**src/rtl/validacao_cedula_credito_if.sv**
```systemverilog
// Bus between the vending main FSM (master) and the banknote credit validator (slave).
// Escrow handshake signals exist only when CEDULA_ESCROW_EN is defined.
interface validacao_cedula_credito_if #(
  parameter int NOTE_W = 8,
  parameter int CRED_W = 10
);
  logic [NOTE_W-1:0] entrada_nota;
  logic              nota_strobe;
  logic              atividade;
  logic [2:0]        erro;
  logic [2:0]        state_entrada;
  logic              err_ack;
  logic              clear_credit;
  logic              clear;
  logic [2:0]        erro_code;
  logic [NOTE_W-1:0] nota;
  logic              nota_ok;
  logic [CRED_W-1:0] credito;
  logic              busy;
`ifdef CEDULA_ESCROW_EN
  logic              confirma;
  logic              devolve;
  logic              devolve_nota;

  modport master (
    output entrada_nota, nota_strobe, atividade, erro, state_entrada, err_ack, clear_credit,
           confirma, devolve,
    input  clear, erro_code, nota, nota_ok, credito, busy, devolve_nota
  );
  modport slave (
    input  entrada_nota, nota_strobe, atividade, erro, state_entrada, err_ack, clear_credit,
           confirma, devolve,
    output clear, erro_code, nota, nota_ok, credito, busy, devolve_nota
  );
`else
  modport master (
    output entrada_nota, nota_strobe, atividade, erro, state_entrada, err_ack, clear_credit,
    input  clear, erro_code, nota, nota_ok, credito, busy
  );
  modport slave (
    input  entrada_nota, nota_strobe, atividade, erro, state_entrada, err_ack, clear_credit,
    output clear, erro_code, nota, nota_ok, credito, busy
  );
`endif
endinterface

```
**src/rtl/validacao_cedula_credito.sv**
```systemverilog
// Registered banknote validator with credit accumulation, inactivity timeout and latched errors.
// Optional macro CEDULA_ESCROW_EN holds each accepted note in escrow until confirma/devolve.
//
// state   | meaning
// IDLE    | main FSM not in note entry; timer held at 0
// COLLECT | accepting notes, inactivity timer running
// ERROR   | erro_code latched until err_ack
module validacao_cedula_credito #(
  parameter int NOTE_W      = 8,
  parameter int CRED_W      = 10,
  parameter int MAX_CREDIT  = 200,
  parameter int TIMEOUT_CYC = 1000
) (
  input logic                        clk,
  input logic                        reset,
  validacao_cedula_credito_if.slave  bus
);
  localparam int SUM_W = ((CRED_W > NOTE_W) ? CRED_W : NOTE_W) + 1;
  localparam int TMR_W = $clog2(TIMEOUT_CYC);
  localparam logic [TMR_W-1:0] TMO_LAST = TMR_W'(TIMEOUT_CYC - 1);
  localparam logic [SUM_W-1:0] MAX_SUM  = SUM_W'(MAX_CREDIT);

  localparam logic [2:0] ERR_NONE = 3'b000;
  localparam logic [2:0] ERR_NOTE = 3'b001;
  localparam logic [2:0] ERR_TMO  = 3'b011;
  localparam logic [2:0] ERR_OVF  = 3'b100;

  typedef enum logic [1:0] {S_IDLE, S_COLLECT, S_ERROR} state_t;

  state_t            state, state_n;
  logic [TMR_W-1:0]  timer, timer_n;
  logic              clear_n, nota_ok_n, busy_n;
  logic [2:0]        code_n;
  logic [NOTE_W-1:0] nota_n;
  logic [CRED_W-1:0] cred_n;

  logic              entry, note_valid, strobe_blocked;
  logic [SUM_W-1:0]  cred_base, note_sum;

  function automatic logic is_denomination(input logic [NOTE_W-1:0] v);
    return (v == NOTE_W'(2))  || (v == NOTE_W'(5))  || (v == NOTE_W'(10)) ||
           (v == NOTE_W'(20)) || (v == NOTE_W'(50)) || (v == NOTE_W'(100));
  endfunction

  assign entry      = (bus.state_entrada == 3'b000);
  assign note_valid = is_denomination(bus.entrada_nota);
  // Credit consumed this cycle does not count toward overflow of a note arriving with it.
  assign cred_base  = bus.clear_credit ? '0 : SUM_W'(bus.credito);
  assign note_sum   = cred_base + SUM_W'(bus.entrada_nota);

`ifdef CEDULA_ESCROW_EN
  logic              esc_full, esc_full_n, dev_n;
  logic [NOTE_W-1:0] esc_val, esc_val_n;
  logic [SUM_W-1:0]  esc_sum;
  assign esc_sum        = cred_base + SUM_W'(esc_val);
  assign strobe_blocked = esc_full;
`else
  assign strobe_blocked = 1'b0;
`endif

  always_comb begin
    state_n   = state;
    timer_n   = timer;
    clear_n   = 1'b0;
    nota_ok_n = 1'b0;
    code_n    = bus.erro_code;
    nota_n    = bus.nota;
    cred_n    = bus.clear_credit ? '0 : bus.credito;
`ifdef CEDULA_ESCROW_EN
    esc_full_n = esc_full;
    esc_val_n  = esc_val;
    dev_n      = 1'b0;
`endif
    case (state)
      S_IDLE: begin
        timer_n = '0;
        if (entry) state_n = S_COLLECT;
      end
      S_COLLECT: begin
        if (!entry) begin
          state_n = S_IDLE;
          timer_n = '0;
        end else if (bus.erro == 3'b001) begin
          state_n = S_ERROR;
          code_n  = ERR_NOTE;
          timer_n = '0;
        end else if (bus.nota_strobe && bus.atividade) begin
          if (!note_valid || strobe_blocked) begin
            state_n = S_ERROR;
            code_n  = ERR_NOTE;
            timer_n = '0;
          end else begin
`ifdef CEDULA_ESCROW_EN
            esc_full_n = 1'b1;
            esc_val_n  = bus.entrada_nota;
            clear_n    = 1'b1;
            timer_n    = '0;
`else
            if (note_sum > MAX_SUM) begin
              state_n = S_ERROR;
              code_n  = ERR_OVF;
              timer_n = '0;
            end else begin
              cred_n    = CRED_W'(note_sum);
              nota_n    = bus.entrada_nota;
              nota_ok_n = 1'b1;
              clear_n   = 1'b1;
              timer_n   = '0;
            end
`endif
          end
`ifdef CEDULA_ESCROW_EN
        end else if (bus.confirma && esc_full) begin
          // Escrow stays full on overflow so the user can still ask for the note back.
          if (esc_sum > MAX_SUM) begin
            state_n = S_ERROR;
            code_n  = ERR_OVF;
            timer_n = '0;
          end else begin
            cred_n     = CRED_W'(esc_sum);
            nota_n     = esc_val;
            nota_ok_n  = 1'b1;
            esc_full_n = 1'b0;
            clear_n    = 1'b1;
            timer_n    = '0;
          end
        end else if (bus.devolve && esc_full) begin
          dev_n      = 1'b1;
          esc_full_n = 1'b0;
          clear_n    = 1'b1;
          timer_n    = '0;
`endif
        end else if (bus.atividade) begin
          clear_n = 1'b1;
          timer_n = '0;
        end else if (timer == TMO_LAST) begin
          state_n = S_ERROR;
          code_n  = ERR_TMO;
          timer_n = '0;
`ifdef CEDULA_ESCROW_EN
          if (esc_full) begin
            dev_n      = 1'b1;
            esc_full_n = 1'b0;
          end
`endif
        end else begin
          timer_n = timer + 1'b1;
        end
      end
      S_ERROR: begin
        timer_n = '0;
        if (bus.err_ack) begin
          code_n  = ERR_NONE;
          state_n = entry ? S_COLLECT : S_IDLE;
        end
      end
      default: begin
        state_n = S_IDLE;
        timer_n = '0;
      end
    endcase
    busy_n = (state_n != S_IDLE);
  end

  always_ff @(posedge clk) begin
    if (reset) begin
      state         <= S_IDLE;
      timer         <= '0;
      bus.clear     <= 1'b0;
      bus.erro_code <= ERR_NONE;
      bus.nota      <= '0;
      bus.nota_ok   <= 1'b0;
      bus.credito   <= '0;
      bus.busy      <= 1'b0;
    end else begin
      state         <= state_n;
      timer         <= timer_n;
      bus.clear     <= clear_n;
      bus.erro_code <= code_n;
      bus.nota      <= nota_n;
      bus.nota_ok   <= nota_ok_n;
      bus.credito   <= cred_n;
      bus.busy      <= busy_n;
    end
  end

`ifdef CEDULA_ESCROW_EN
  always_ff @(posedge clk) begin
    if (reset) begin
      esc_full         <= 1'b0;
      esc_val          <= '0;
      bus.devolve_nota <= 1'b0;
    end else begin
      esc_full         <= esc_full_n;
      esc_val          <= esc_val_n;
      bus.devolve_nota <= dev_n;
    end
  end
`endif
endmodule

```
**src/flat_wrapper.sv**
```systemverilog
// flat-port wrapper written by rule: the top's interface ports become plain ports
module validacao_cedula_credito_flat 
#(
  parameter int NOTE_W      = 8,
  parameter int CRED_W      = 10,
  parameter int MAX_CREDIT  = 200,
  parameter int TIMEOUT_CYC = 1000
)
  (clk, reset, bus_entrada_nota, bus_nota_strobe, bus_atividade, bus_erro, bus_state_entrada, bus_err_ack, bus_clear_credit, bus_clear, bus_erro_code, bus_nota, bus_nota_ok, bus_credito, bus_busy);
  validacao_cedula_credito_if #(.NOTE_W(NOTE_W), .CRED_W(CRED_W)) bus_i ();
  input logic clk;
  input logic reset;
  input wire logic [$bits(bus_i.entrada_nota)-1:0] bus_entrada_nota;
  input wire logic [$bits(bus_i.nota_strobe)-1:0] bus_nota_strobe;
  input wire logic [$bits(bus_i.atividade)-1:0] bus_atividade;
  input wire logic [$bits(bus_i.erro)-1:0] bus_erro;
  input wire logic [$bits(bus_i.state_entrada)-1:0] bus_state_entrada;
  input wire logic [$bits(bus_i.err_ack)-1:0] bus_err_ack;
  input wire logic [$bits(bus_i.clear_credit)-1:0] bus_clear_credit;
  output wire logic [$bits(bus_i.clear)-1:0] bus_clear;
  output wire logic [$bits(bus_i.erro_code)-1:0] bus_erro_code;
  output wire logic [$bits(bus_i.nota)-1:0] bus_nota;
  output wire logic [$bits(bus_i.nota_ok)-1:0] bus_nota_ok;
  output wire logic [$bits(bus_i.credito)-1:0] bus_credito;
  output wire logic [$bits(bus_i.busy)-1:0] bus_busy;
  assign bus_i.entrada_nota = bus_entrada_nota;
  assign bus_i.nota_strobe = bus_nota_strobe;
  assign bus_i.atividade = bus_atividade;
  assign bus_i.erro = bus_erro;
  assign bus_i.state_entrada = bus_state_entrada;
  assign bus_i.err_ack = bus_err_ack;
  assign bus_i.clear_credit = bus_clear_credit;
  assign bus_clear = bus_i.clear;
  assign bus_erro_code = bus_i.erro_code;
  assign bus_nota = bus_i.nota;
  assign bus_nota_ok = bus_i.nota_ok;
  assign bus_credito = bus_i.credito;
  assign bus_busy = bus_i.busy;
  validacao_cedula_credito #(.NOTE_W(NOTE_W), .CRED_W(CRED_W), .MAX_CREDIT(MAX_CREDIT), .TIMEOUT_CYC(TIMEOUT_CYC)) u_core (.clk(clk), .reset(reset), .bus(bus_i));
endmodule
```
**config.mk**
```make
export PLATFORM = sky130hd
export DESIGN_NAME = validacao_cedula_credito_flat
export DESIGN_NICKNAME = d
export VERILOG_FILES = /design/src/rtl/validacao_cedula_credito_if.sv /design/src/rtl/validacao_cedula_credito.sv /design/src/flat_wrapper.sv
export SDC_FILE = /design/constraint.sdc
export NUM_CORES = 1
export LEC_CHECK = 0
export BUFFER_PORTS_ARGS = -buffer_cell sky130_fd_sc_hd__buf_2
export CAP_MARGIN = 20
export CORE_MARGIN = 4
export CORE_UTILIZATION = 40
export DETAILED_ROUTE_END_ITERATION = 7
export HOLD_SLACK_MARGIN = 0.06
export PLACE_DENSITY_LB_ADDON = 0.12
export REMOVE_ABC_BUFFERS = 1
export SYNTH_ARGS = -nofsm -noshare
export SYNTH_HDL_FRONTEND = slang
export SYNTH_SLANG_ARGS = --single-unit
```
**constraint.sdc**
```tcl
create_clock -name clk -period 3.3 [get_ports clk]
set_input_delay 0.33 -clock clk [delete_from_list [all_inputs] [get_ports clk]]
set_output_delay 0.33 -clock clk [all_outputs]
set_load 0.1 [all_outputs]
```
Word level (Yosys, flattened, before mapping)
Index checks and enable logic that the tools add are counted.
{"block": "op_classes", "addsub": 2, "n_lt_le_gt_ge": 1, "eq_ne": 15, "n_mux": 32, "n_bitwise": 5, "n_reduce_logical": 15}
{"cell": "$mux 10", "count": 8}
{"cell": "$mux 3", "count": 8}
{"cell": "$mux 2", "count": 9}
{"cell": "$reduce_and 6->1", "count": 2}
{"cell": "$add 11x8->11", "count": 1}
{"cell": "$gt 11x8->1 const B", "count": 1}
{"cell": "$add 10x1->10 const B", "count": 1}
{"cell": "$eq 10x10->1 const B", "count": 1}
{"cell": "$eq 8x2->1 const B", "count": 1}
{"cell": "$eq 8x3->1 const B", "count": 1}
{"cell": "$eq 8x4->1 const B", "count": 1}
{"cell": "$eq 8x5->1 const B", "count": 1}
{"cell": "$eq 8x6->1 const B", "count": 1}
{"cell": "$eq 8x7->1 const B", "count": 1}
{"cell": "$reduce_or 7->1", "count": 1}
{"cell": "$pmux 2 s3", "count": 1}
{"cell": "$pmux 3 s2", "count": 1}
{"cell": "$logic_or 1x1->1", "count": 5}
{"cell": "$mux 1", "count": 5}
{"cell": "$ne 5x5->1 const B", "count": 1}
{"cell": "$not 1->1", "count": 5}
{"cell": "$reduce_or 5->1", "count": 1}
{"cell": "$ne 4x1->1 const B", "count": 1}
{"cell": "$ne 4x2->1 const B", "count": 1}
{"cell": "10 further kinds", "count": 11}
{"block": "word_totals", "regBits": 36, "output_inout_bits": 24, "word_cells": 78}

Longest topological paths before layout
{"block": "logic_depth", "depth_word": 12, "depth_mapped": 14, "mapped_depth_nobuf": 12}

Worst setup path before layout
No wires, ideal clock.
{"block": "synth_timing", "path_kind": "flip-flop to flip-flop", "start": "register u_core.bus.credito[0]", "end": "register u_core.bus.credito[3]", "setup_time_ns": 0.128, "t_arrival_ns": 3.413, "required_ns": 3.172, "path_slack_ns": -0.240, "stages_incl_launch_ff": 14, "n_path_buf": 1, "synth_period_minus_slack_ns": 3.540, "path_cell_list": "dfxtp_1 -> nor2b_1 -> ha_1 -> inv_1 -> fa_1 -> nand2b_1 -> a21o_1 -> a31oi_1 -> xor2_1 -> o2111ai_2 -> or2_2 -> buf_2 -> mux2i_1 -> nor2_1"}
{"block": "synth_via", "elab_chain_cells": 9}
{"element": "start: declaration", "line": "validacao_cedula_credito_if.sv:42", "source": "output clear, erro_code, nota, nota_ok, credito, busy"}
{"element": "start signal: assignment", "line": "validacao_cedula_credito.sv:182", "source": "bus.credito <= cred_n;"}
{"element": "$mux 10 *", "line": "validacao_cedula_credito.sv:48", "source": "assign cred_base = bus.clear_credit ? '0 : SUM_W'(bus.credito);"}
{"element": "$add 11x8->11 *", "line": "validacao_cedula_credito.sv:49", "source": "assign note_sum = cred_base + SUM_W'(bus.entrada_nota);"}
{"element": "$gt 11x8->1", "line": "validacao_cedula_credito.sv:99", "source": "if (note_sum > MAX_SUM) begin"}
{"element": "$mux 10 *", "line": "validacao_cedula_credito.sv:99"}
{"element": "$mux 10 *", "line": "validacao_cedula_credito.sv:88", "source": "if (!note_valid || strobe_blocked) begin"}
{"element": "$mux 10 *", "line": "validacao_cedula_credito.sv:87", "source": "end else if (bus.nota_strobe && bus.atividade) begin"}
{"element": "$mux 10 *", "line": "validacao_cedula_credito.sv:83", "source": "end else if (bus.erro == 3'b001) begin"}
{"element": "$mux 10 *", "line": "validacao_cedula_credito.sv:80", "source": "if (!entry) begin"}
{"element": "$mux 10 *", "line": "validacao_cedula_credito.sv:74", "source": "case (state)"}
Every way passes the cells marked *; elsewhere a longest branch is shown, timed or not.
A chain may end at the register's enable or synchronous reset.

Worst setup path in the final report
{"block": "layout_timing", "start": "register u_core.bus.credito[0]", "end": "register u_core.bus.credito[1]"}
Same word-level chain as after synthesis.

==> flow_metrics.tcl <==
set metrics [dict create \
    synth_ff_type "dfxtp_1" \
    gp_congestion 0.861 \
    postRouteWirelength_mm 5.16 \
    grt_util_met1_pct 22.1 \
    cp_top_family "simple AND/OR/NAND/NOR gates" \
    cts_num_sinks 36 \
    fmax_mhz 325 \
    synth_area_leaders "dfxtp_1 (33%), ha_1 (7.5%), nor2_1 (7.3%)" \
    relSlewSlack_pct 67.4 \
    power_switching_w 0.000224 \
    ys_types 49 \
    placed_cells 373 \
    synth-seq-cells 36 \
    area_growth_pct 20.9 \
    vias 1950 \
    ff2ff_path_depth 13 \
    p_clk_share_pct 41.2 \
    synth.largest_area_cell "dfxtp_1" \
    power.density_mw_per_mm2 352 \
    yosysWarnings 0 \
    seq_area_frac_synth_pct 33.3 \
    crit_path_end_kind "flop" \
    drv_cap 0 \
    grt_pass1_wl_mm 8.51 \
    power.share.switching_pct 24.3 \
    postRouteAntennaNets 0 \
    initial_core_util_pct 41.9 \
    dieArea_mm2 0.00666 \
    holdPathEnd "u_core.bus.nota[0]" \
    fin_util_pct 50.6 \
    insertion_delay_ps 280 \
    cts_setup_buffers 0 \
    period_minus_slack_ps 3080 \
    cts_buffers 5 \
    clock_path_buffers 2 \
    peakVddDrop_mv 0.224 \
    tightest_slew_ps 492 \
    drt_iter0_markers 49 \
    cpMaxStageDelayCell "fa_1" \
    r2r-start "u_core.bus.credito[0]" \
    fin_crit_sh_pct 93.3 \
    synth_edf_count 0 \
    async_reset_ff_share_pct 0 \
    grt_remaining_overflow 0 \
    cts_resized 0 \
    worstHoldStart "bus_entrada_nota[0]" \
    seqPwrFrac_pct 47.6 \
    ctsRootBufferMaster "clkbuf_8" \
    finalHoldViolations 0 \
    die_w_um 81.6 \
    grt_max_degree 26 \
    wl_per_cell_um 13.5 \
    fp.dieH_um 81.6 \
    hpwlAfterDp_mm 4.02 \
    path_clk_slew_ps 70 \
    ios 44 \
    cp_slowest_stage_delay_ps 380 \
    report.final.slew_viol_count 0 \
    worst-r2r-setup-slack_ps 220 \
    grt_pass1_vias 1880 \
    synth_top_area_share_pct 33.3 \
    worstPathRequired_ps 3510 \
    worstSetupStartpointType "flop" \
    status "finished clean" \
    drt_pass1_iterations 4 \
    path_cells "nor2b_1 > ha_1 > inv_1 > fa_1 > nand2b_1 > a21oi_1 > xor2_1 > a211oi_2 > nor2_1 > nor4_2 > buf_4 > mux2_2 > nor2_1" \
    fin_cells 381 \
    antenna_found_initial 0 \
    finalNetCount 344 \
    leakage_nw 1.11 \
    cts_max_level 2 \
    rr_endpoint "u_core.bus.credito[1]" \
    cts_tree "done" \
    synth_area_per_cell_um2 8.33 \
    grtUsageTotal_pct 16.3 \
    path_max_fanout 11 \
    hold_path_class "input port to flop" \
    rsz0062_at_grt "no" \
    critPathKind "flop to flop" \
    syn_area_mm2 0.00217 \
    internal_power_w 0.000697 \
    diodes 0 \
    postSynthCellCount 260 \
    critPathBufInv 2 \
    p_comb_share_pct 11.2 \
    grt_util_met3_pct 4.17 \
    io_buffers 43 \
    core_area_mm2 0.00517 \
    drc 0 \
    busiest_layer "met2" \
    drive_above_1_share_pct 24.1 \
    viasPerCell 5.12 \
    num_rows 26 \
    arrival_ps 3290 \
    timing.critical_path.mode_cell "nor2_1" \
    final.setup_skew_ps 5.06 \
    postCtsHoldBufs 0 \
    hold_depth 3 \
    gr-usage-met2_pct 26.1 \
    setup_viol 0 \
]
[cell usage after synthesis (all sizes together) (3+ instances only)]
cell type,number
xnor2,5
nand3,11
nand2,15
a211oi,3
buf,3
clkbuf,6
ha,13
inv,8
nor2,42
nor3b,3
dfxtp,36
mux2i,13
or2,3
a21oi,17
o21ai,8
o31ai,3
nor2b,9
xor2,9
nor3,9
nand2b,8
[worst max-delay path by stage]
stage,from,to,cells past startpoint
floorplan,u_core.bus.credito[0],u_core.bus.credito[1],12
global placement,bus_clear_credit,u_core.bus.credito[1],13
detailed placement,bus_clear_credit,u_core.bus.credito[1],13
CTS,u_core.bus.credito[0],u_core.bus.credito[1],13
global route,u_core.bus.credito[0],u_core.bus.credito[1],13
finish,u_core.bus.credito[0],u_core.bus.credito[1],13
[worst reg2reg max path, cell delays in order, from the launching register on]
cell      delay (ps)
dfxtp_1          320
nor2b_1          170
ha_1             210
inv_1             60
fa_1             380
nand2b_1         200
a21oi_1          170
xor2_1           110
a211oi_2         290
nor2_1           130
nor4_2           270
buf_4            260
mux2_2           360
nor2_1            80
[power groups by stage]
stage / combinational [W] / clock [W] / sequential (W)
global route: 0.000113 / 0.000415 / 0.000438
detailed placement: 0.000103 / 0 / 0.000448
CTS: 0.000103 / 0.000395 / 0.000438
finish: 0.000103 / 0.000380 / 0.000438
floorplan: 0.0000442 / 0 / 0.000463
global placement: 0.000103 / 0 / 0.000448
[cells by family (layout without fill, tap and decap cells)]
group,Yosys count,in the layout,synth area share [%]
AO/OA/AOI/OAI,44,44,13.8
XOR/XNOR,14,14,5.66
adder cells (fa/ha/maj),14,14,8.43
buffers and inverters,17,68,3.24
flip-flops,36,36,33.3
multiplexers,15,15,7.05
AND/OR/NAND/NOR,120,120,28.5
[routing by layer]
metal / routed length, um / vias to the layer above
met5: 0 / -
met4: 24 / 0
met3: 259 / 2
met2: 2340 / 42
met1: 2540 / 895
li1: - / 1011
[state kept, by name, summed over array words and instances, names as in the netlist]
register,count
u_core.bus.erro_code,3
u_core.state,2
u_core.bus.nota,8
u_core.bus.credito,10
u_core.bus.busy,1
u_core.bus.nota_ok,1
u_core.bus.clear,1
u_core.timer,10
[metrics by stage]
stage          area, um^2  hold WS (ps)  TNS [ps]  power, W  setup slack (ps)
6_report             2620           357         0  0.000921               222
5_1_grt              2620           374         0  0.000967              34.4
4_1_cts              2610           358         0  0.000936              48.6
3_5_place_dp         2500           454     -1040  0.000551              -173
3_3_place_gp         2500           445      -451  0.000551              -138
2_1_floorplan        2130           399    -14490  0.000508             -1330
[layout by cell type (no fill, tap or decap), drive strengths merged, types with 5 or more instances in the layout]
master	netlist	routed
nor2b	9	9
inv	8	8
nand2	15	15
clkbuf	6	5
nor2	42	42
nor3	9	9
mux2i	13	13
buf	3	52
ha	13	13
nand2b	8	8
xor2	9	9
o21ai	8	8
dfxtp	36	36
xnor2	5	5
nand3	11	11
a21oi	17	17
[final cells by class]
class | instances | area [um^2]
clock inverter | 3 | 42.5
multi-input combinational | 207 | 1390
clock buffer | 5 | 68.8
tap | 70 | 87.6
inverter | 8 | 30.0
timing repair buffer | 52 | 283
sequential | 36 | 721
fill | 523 | 2550
No activity file was read; power rests on OpenSTA's default activity.
